===== config.mk =====
export PLATFORM = sky130hd
export DESIGN_NAME = bit_window_monitor
export DESIGN_NICKNAME = d
export VERILOG_FILES = /design/src/rtl/bitbal_pkg.sv /design/src/rtl/window_counter.sv /design/src/rtl/bit_window_monitor.sv
export SDC_FILE = /design/constraint.sdc
export NUM_CORES = 1
export LEC_CHECK = 0
export ABC_CLOCK_PERIOD_IN_PS = 2870
export BUFFER_PORTS_ARGS = -buffer_cell sky130_fd_sc_hd__buf_2
export CORE_AREA = 2 2 53 67
export DETAILED_ROUTE_END_ITERATION = 10
export DIE_AREA = 0 0 55 69
export PLACE_DENSITY = 0.76
export SYNTH_ARGS = -nofsm -noshare
export SYNTH_HDL_FRONTEND = slang
export SYNTH_SLANG_ARGS = --single-unit

===== constraint.sdc =====
create_clock -name clk -period 2.87 [get_ports clk]
set_input_delay 0.1435 -clock clk [delete_from_list [all_inputs] [get_ports clk]]
set_output_delay 0.1435 -clock clk [all_outputs]
set_load 0.02 [all_outputs]

===== src/rtl/bitbal_pkg.sv =====
// Shared constants and types for the bit-balance monitoring blocks.
package bitbal_pkg;

    localparam int WORD_W    = 8;
    localparam int COUNT_W   = 4;
    localparam int MAX_COUNT = 8;
    localparam int BEAT_W    = 5;

    typedef enum logic {
        ACCUM  = 1'b0,
        REPORT = 1'b1
    } state_t;

    // A byte cannot hold more than MAX_COUNT ones, so larger counts are clipped.
    function automatic logic [COUNT_W-1:0] saturate_count(input logic [COUNT_W-1:0] count);
        return (count > COUNT_W'(MAX_COUNT)) ? COUNT_W'(MAX_COUNT) : count;
    endfunction

endpackage


===== src/rtl/window_counter.sv =====
// Beat counter for one window; terminal marks the last beat of the window.
module window_counter
    import bitbal_pkg::*;
#(
    parameter int WINDOW = 16
) (
    input  logic clk,
    input  logic reset,
    input  logic clear,
    input  logic incr,
    output logic terminal
);

    logic [BEAT_W-1:0] count;

    always_ff @(posedge clk or posedge reset) begin
        if (reset) begin
            count <= '0;
        end else if (clear) begin
            count <= '0;
        end else if (incr) begin
            count <= count + 1'b1;
        end
    end

    assign terminal = (count == BEAT_W'(WINDOW - 1));

endmodule


===== src/rtl/bit_window_monitor.sv =====
// Sums per-byte ones-counts over a window of beats and reports total,
// disparity from a perfect 50% balance, and an imbalance flag.
module bit_window_monitor
    import bitbal_pkg::*;
#(
    parameter int WINDOW = 16,
    parameter int THRESH = 16
) (
    input  logic               clk,
    input  logic               reset,
    input  logic               in_valid,
    input  logic [COUNT_W-1:0] in_count,
    output logic               in_ready,
    output logic               out_valid,
    input  logic               out_ready,
    output logic [WORD_W-1:0]  out_total,
    output logic [WORD_W:0]    out_disparity,
    output logic               out_imbalanced,
    output logic               err_sticky
);

    localparam logic [WORD_W:0] BALANCE = (WORD_W + 1)'(MAX_COUNT * WINDOW);

    state_t              state;
    state_t              state_next;
    logic [WORD_W-1:0]   acc;
    logic [WORD_W-1:0]   sum_next;
    logic [WORD_W:0]     disp_next;
    logic [WORD_W:0]     disp_mag;
    logic                accept;
    logic                last_beat;
    logic                consume;
    logic                window_clear;
    logic                terminal;

    assign accept       = (state == ACCUM) && in_valid;
    assign last_beat    = accept && terminal;
    assign consume      = (state == REPORT) && out_ready;
    assign window_clear = last_beat || consume;

    // Disparity is 2*total - 8*WINDOW; modulo-512 subtraction gives the 9-bit two's complement.
    assign sum_next  = acc + WORD_W'(saturate_count(in_count));
    assign disp_next = {sum_next, 1'b0} - BALANCE;
    assign disp_mag  = disp_next[WORD_W] ? -disp_next : disp_next;

    window_counter #(
        .WINDOW (WINDOW)
    ) u_window_counter (
        .clk      (clk),
        .reset    (reset),
        .clear    (window_clear),
        .incr     (accept),
        .terminal (terminal)
    );

    always_ff @(posedge clk or posedge reset) begin
        if (reset) begin
            state <= ACCUM;
        end else begin
            state <= state_next;
        end
    end

    always_comb begin
        state_next = state;
        in_ready   = 1'b0;
        out_valid  = 1'b0;
        case (state)
            ACCUM: begin
                in_ready = 1'b1;
                if (last_beat) begin
                    state_next = REPORT;
                end
            end
            REPORT: begin
                out_valid = 1'b1;
                if (out_ready) begin
                    state_next = ACCUM;
                end
            end
            default: state_next = ACCUM;
        endcase
    end

    always_ff @(posedge clk or posedge reset) begin
        if (reset) begin
            acc <= '0;
        end else if (window_clear) begin
            acc <= '0;
        end else if (accept) begin
            acc <= sum_next;
        end
    end

    // Result registers only load on the final beat, so they stay frozen through REPORT.
    always_ff @(posedge clk or posedge reset) begin
        if (reset) begin
            out_total      <= '0;
            out_disparity  <= '0;
            out_imbalanced <= 1'b0;
        end else if (last_beat) begin
            out_total      <= sum_next;
            out_disparity  <= disp_next;
            out_imbalanced <= (disp_mag > (WORD_W + 1)'(THRESH));
        end
    end

    always_ff @(posedge clk or posedge reset) begin
        if (reset) begin
            err_sticky <= 1'b0;
        end else if (accept && (in_count > COUNT_W'(MAX_COUNT))) begin
            err_sticky <= 1'b1;
        end
    end

endmodule

==> impl_metrics.ini, run 1 <==
[run_status]
run_status = completed

[yosys]
ys_types = 41
yosys_warnings = 0
ys_seq_area_share_pct = 42.3
syn_inst = 168
synth.area.top_cells = dfrtp_1 42%, o21ai_0 7.8%, nand2_1 6.6%
synth_flop_cell = dfrtp_1
synth_top_area_share_pct = 42.3
synth_edf_count = 0
async_flop_share_pct = 100
synth_common_cells = 27 x nand2_1, 26 x dfrtp_1, 24 x o21ai_0
syn-cell-area_mm2 = 0.00154
yosys.area.top_type = dfrtp_1
syn_area_per_cell_um2 = 9.15
synth_nets = 184
yosysMostFrequentCell = nand2_1
ys_ff_latch = 26

[global_routing]
grt_pass1_vias = 1163
overflow = 0
antenna_found_initial = 0
track_usage_pct = 18.0
grt_max_degree = 27
grt_pass1_wl_um = 5190

[setup_path]
startpoint = acc[0]$_DFFE_PP0P_
cpPeakStageDelay_ns = 0.45
cp_slowest_cell = fa_1
cp_max_fo = 7
critical_path.cell_chain = ha_1, inv_1, fa_1, nand2b_2, a211oi_2, xnor2_2, a21bo_2, a211oi_1, a31oi_1
worstReg2RegStart = acc[0]$_DFFE_PP0P_
path_depth = 9
arrival_ns = 2.61
crit_type = reg -> reg
critPathTopFamily = compound AO/OA/AOI/OAI gates
required_ns = 3.02
start_kind = flip-flop
crit_buf_inv = 1
reg2reg_depth = 9
end_kind = flip-flop

[pwr]
power_density_mw_per_mm2 = 1000
power_frac_comb_pct = 48.2
power.leakage_nw = 0.815
pwr-share-clk_pct = 17.4
p_sw_mw = 0.705
pwr-share-seq_pct = 34.4
swShare_pct = 40.9
intPower_mw = 1.02
vdd_drop_max_mv = 0.487
finalPower_mw = 1.72

[detailed_routing]
wl_um = 2830
drc = 0
route.vias.total = 1205
wire_per_inst_um = 12.5
vias_per_cell = 5.33
antenna_left = 0
drtPass1Iterations = 4
drt_iter0_markers = 36

[timing]
slew_headroom_pct = 35.4
maxSlewViolCount = 0
hold_viol_final = 0
skew_ns = 0.00636
fmax_ghz = 0.406
final.period_utilization_pct = 85.8
rsz0062_at_grt = no
timing.setup.tns_ns = 0
whs_ns = 0.0803
finalSetupViolCount = 0
final_period_minus_worst_setup_slack_ns = 2.46
worstMarginPinSlew_ns = 0.968

[job]
max-cap-violations = 0

[layout]
syn_to_final_growth_pct = 11.8
diodes = 0
fillCellCount = 303
finish.utilization_pct = 54.3
final_layout_size_suffix_gt1_share_pct = 21.2
layout.nets = 206

[clock_tree]
cts_tree = done
htreeDepth = 1
clkTransAtPathRegs_ns = 0.09
root_buffer = clkbuf_8
cts_sinks = 26
cts_buffers = 3
clock_latency_ns = 0.27
post_cts_buffers = 0
cts_resized = 0
clockBufferDepth = 2
cts_hold_buf = 0

[floorplan]
num_rows = 23
ios = 29
die_height_um = 69
die_w_um = 55
start_util_pct = 48.5
dieArea_mm2 = 0.00380
core_region_area_mm2 = 0.00317

[placed_design]
post-dp-hpwl_um = 2240
io_buffer_count = 27
gp_congestion = 0.866

[hold_path]
hold_class = in -> async
kinds of logic (layout without fill, tap and decap cells):
group	Yosys count	count (layout)	synth area share [%]
fa+ha+maj	8	8	7.00
simple gates	58	58	17.7
flops	26	26	42.3
mux	1	1	0.651
xor+xnor	11	11	7.25
compound gates	45	45	18.2
other cells	1	1	0.244
buf+inv	18	39	6.60
area by class of cell:
class | count | area (µm²) | share of cell area [%]
tap | 37 | 46.3 | 2.69
clock buffer | 3 | 41.3 | 2.40
multi-input combinational | 124 | 785 | 45.7
sequential | 26 | 651 | 37.9
inverter | 8 | 30.0 | 1.75
timing repair buffer | 27 | 135 | 7.87
clock inverter | 1 | 30.0 | 1.75
sequential cells by signal, indices dropped and copies added (netlist names):
| signal | count |
|---|---|
| out_imbalanced | 1 |
| acc | 8 |
| u_window_counter.count | 5 |
| out_disparity | 2 |
| state | 1 |
| out_total | 8 |
| err_sticky | 1 |
cells in the final DEF (no fill, tap or decap), types with 2 or more instances in the layout:
cell / netlist / final
a211oi_2: 2 / 2
a21oi_1: 5 / 5
a31oi_1: 2 / 2
and3_1: 2 / 2
buf_2: 0 / 27
clkbuf_8: 0 / 3
dfrtp_1: 26 / 26
ha_1: 7 / 7
inv_1: 8 / 8
nand2_1: 27 / 27
nand2b_1: 2 / 2
nand3_1: 2 / 2
nor2_1: 13 / 13
nor2b_1: 4 / 4
nor3b_1: 2 / 2
o21ai_0: 24 / 24
o22ai_1: 2 / 2
xnor2_1: 8 / 8
metal layers:
layer / wire (µm) / GRT usage (%) / up-vias
li1: - / - / 610
met1: 1350 / 25.9 / 558
met2: 1320 / 27.6 / 32
met3: 122 / 1.95 / 5
met4: 38 / 5.69 / 0
met5: 0 / 0 / -
power by group through the flow:
stage	combinational (mW)	clock [mW]	sequential, mW
final	0.832	0.299	0.594
after global routing	0.959	0.323	0.620
after CTS	0.837	0.308	0.596
after detailed placement	0.832	0	0.604
after global placement	0.825	0	0.595
after floorplan	0.623	0	0.649
per-stage QoR:
step / cells / worst slack, ns / instance area, µm²
2_1_floorplan: 168 / 0.554 / 1540
3_3_place_gp: 222 / 0.408 / 1650
3_5_place_dp: 222 / 0.337 / 1650
4_1_cts: 226 / 0.398 / 1720
5_1_grt: 226 / 0.220 / 1720
6_report: 226 / 0.407 / 1720
path summary, 6_finish.rpt:
kind	end	slack (ns)
max in group asynchronous	acc[1]$_DFFE_PP0P_	2.19
setup / recovery	out_imbalanced$_DFFE_PP0P_	0.41
min in group clk	state$_DFF_PP0_	0.08
hold / removal	u_window_counter.count[2]$_DFFE_PP0P_	0.08
hold reg to reg	out_disparity[7]$_DFFE_PP0P_	0.48
setup reg to reg	out_imbalanced$_DFFE_PP0P_	0.41
worst reg2reg max path: stages, from the launching register on:
cell,delay [ns]
dfrtp_1,0.36
ha_1,0.21
inv_1,0.07
fa_1,0.45
nand2b_2,0.23
a211oi_2,0.25
xnor2_2,0.20
a21bo_2,0.26
a211oi_1,0.22
a31oi_1,0.11
Power figures use the tool's default switching activity.
==> inputs of run 2 (changes only) <==
Settings changed: CORE_AREA 2 2 53 67 to 3 3 54 68, DIE_AREA 0 0 55 69 to 0 0 57 71.
==> run 2 against run 1 <==
  * Register-to-register slack lost 0.04 ns
  * Die area is 6.6% higher
  * Cell count is the same
  * Global-route usage decreased by 1.6 points
  * First-iteration DRC count shrank 5.6%
  * Largest power group unchanged
==> impl_metrics.ini, run 2 (synthesis results as in run 1) <==
[floorplan]
core_region_area_mm2 = 0.00317
ios = 29
die_height_um = 71
start_util_pct = 48.5
num_rows = 23
dieArea_mm2 = 0.00405
die_w_um = 57

[setup_path]
arrival_ns = 2.66
crit_type = reg -> reg
end_kind = flip-flop
required_ns = 3.02
cp_max_fo = 7
start_kind = flip-flop
reg2reg_depth = 9

[timing]
skew_ns = 0.00298
final_period_minus_worst_setup_slack_ns = 2.51
setup_ws_ns = 0.362
slew_headroom_pct = 36.0
worstMarginPinSlew_ns = 0.959
hold_viol_final = 0
timing.setup.tns_ns = 0
finalSetupViolCount = 0
fmax_ghz = 0.399
rsz0062_at_grt = no
maxSlewViolCount = 0
final.period_utilization_pct = 87.4

[layout]
final_cells = 226
postLayoutCellArea_mm2 = 0.00170
diodes = 0
regArea_um2 = 651
fillCellCount = 307
final_layout_size_suffix_gt1_share_pct = 21.2
syn_to_final_growth_pct = 10.7
top_regs = acc x8, out_total x8, u_window_counter.count x5
multi_input_area_um2 = 785
mostFrequentLayoutCells = 27 x nand2_1, 27 x buf_2, 26 x dfrtp_1
layout.nets = 206

[placed_design]
dp_slack_ns = 0.302
post-dp-hpwl_um = 2310
place_inst = 222
io_buffer_count = 27
gp_congestion = 0.863
placed_area_mm2 = 0.00165

[detailed_routing]
drtPass1Iterations = 4
wl_met1_um = 1390
wire_per_inst_um = 13.1
route.vias.total = 1211
wl_met3_um = 130
vias_per_cell = 5.36
wl_met2_um = 1400
drc = 0
wl_um = 2970
drt_iter0_markers = 34
dr.max_layer_used = met4
antenna_left = 0

[global_routing]
overflow = 0
antenna_found_initial = 0
grt_pass1_vias = 1172
grt_max_degree = 27
grt_pass1_wl_um = 5310
track_usage_pct = 16.3

[clock_tree]
clock_latency_ns = 0.27
post_cts_buffers = 0
cts_tree = done
cts_buffers = 3
clockBufferDepth = 2
cts_sinks = 26
root_buffer = clkbuf_8
clkTransAtPathRegs_ns = 0.09
cts_resized = 0
cts_hold_buf = 0
htreeDepth = 1

[job]
max-cap-violations = 0

[pwr]
vdd_drop_max_mv = 0.481
power_density_mw_per_mm2 = 980
finalPower_mw = 1.67
power.leakage_nw = 0.808

[run_status]
run_status = completed

[hold_path]
hold_class = in -> async
==> run 2: critical path, stage by stage, from the launching register on <==
cell and delay (ns):
dfrtp_1 0.35, ha_1 0.20, inv_1 0.07, fa_1 0.45
nand2b_2 0.24, a211oi_2 0.26, xnor2_2 0.22, a21bo_2 0.27
a211oi_1 0.22, a31oi_1 0.11
==> run 2: area by class of cell <==
class,instances,area share (%)
multi-input combinational,124,46.1
sequential,26,38.2
timing repair buffer,27,7.94
clock buffer,4,3.24
tap,37,2.72
inverter,8,1.76
==> run 2: path summary, 6_finish.rpt <==
path	start	endpoint	slack, ns
max	acc[0]$_DFFE_PP0P_	out_imbalanced$_DFFE_PP0P_	0.36
min	reset	u_window_counter.count[2]$_DFFE_PP0P_	0.08
max in group asynchronous	reset	acc[1]$_DFFE_PP0P_	2.21
min in group clk	out_ready	state$_DFF_PP0_	0.09
min reg2reg	out_disparity[8]$_DFFE_PP0P_	out_disparity[8]$_DFFE_PP0P_	0.48
max reg2reg	acc[0]$_DFFE_PP0P_	out_imbalanced$_DFFE_PP0P_	0.36
==> run 2: power by group <==
| group | switching, mW | internal, mW | leakage, nW | total [mW] |
|---|---|---|---|---|
| Clock | 0.112 | 0.123 | 0.0288 | 0.234 |
| Sequential | 0.100 | 0.493 | 0.335 | 0.593 |
| Combinational | 0.500 | 0.341 | 0.444 | 0.840 |
==> run 2: metal layers <==
metal	GRT usage [%]	vias up
li1	-	610
met1	23.0	563
met2	25.4	31
met3	2.37	7
met4	6.19	0
met5	0	-
==> run 2: through the flow <==
stage | util [%] | hold WS (ns)
5_1_grt | 53.8 | 0.0982
2_1_floorplan | - | 0.184
3_5_place_dp | 52.0 | 0.364
4_1_cts | 53.8 | 0.0853
6_report | 53.8 | 0.0782
3_3_place_gp | 52.0 | 0.375
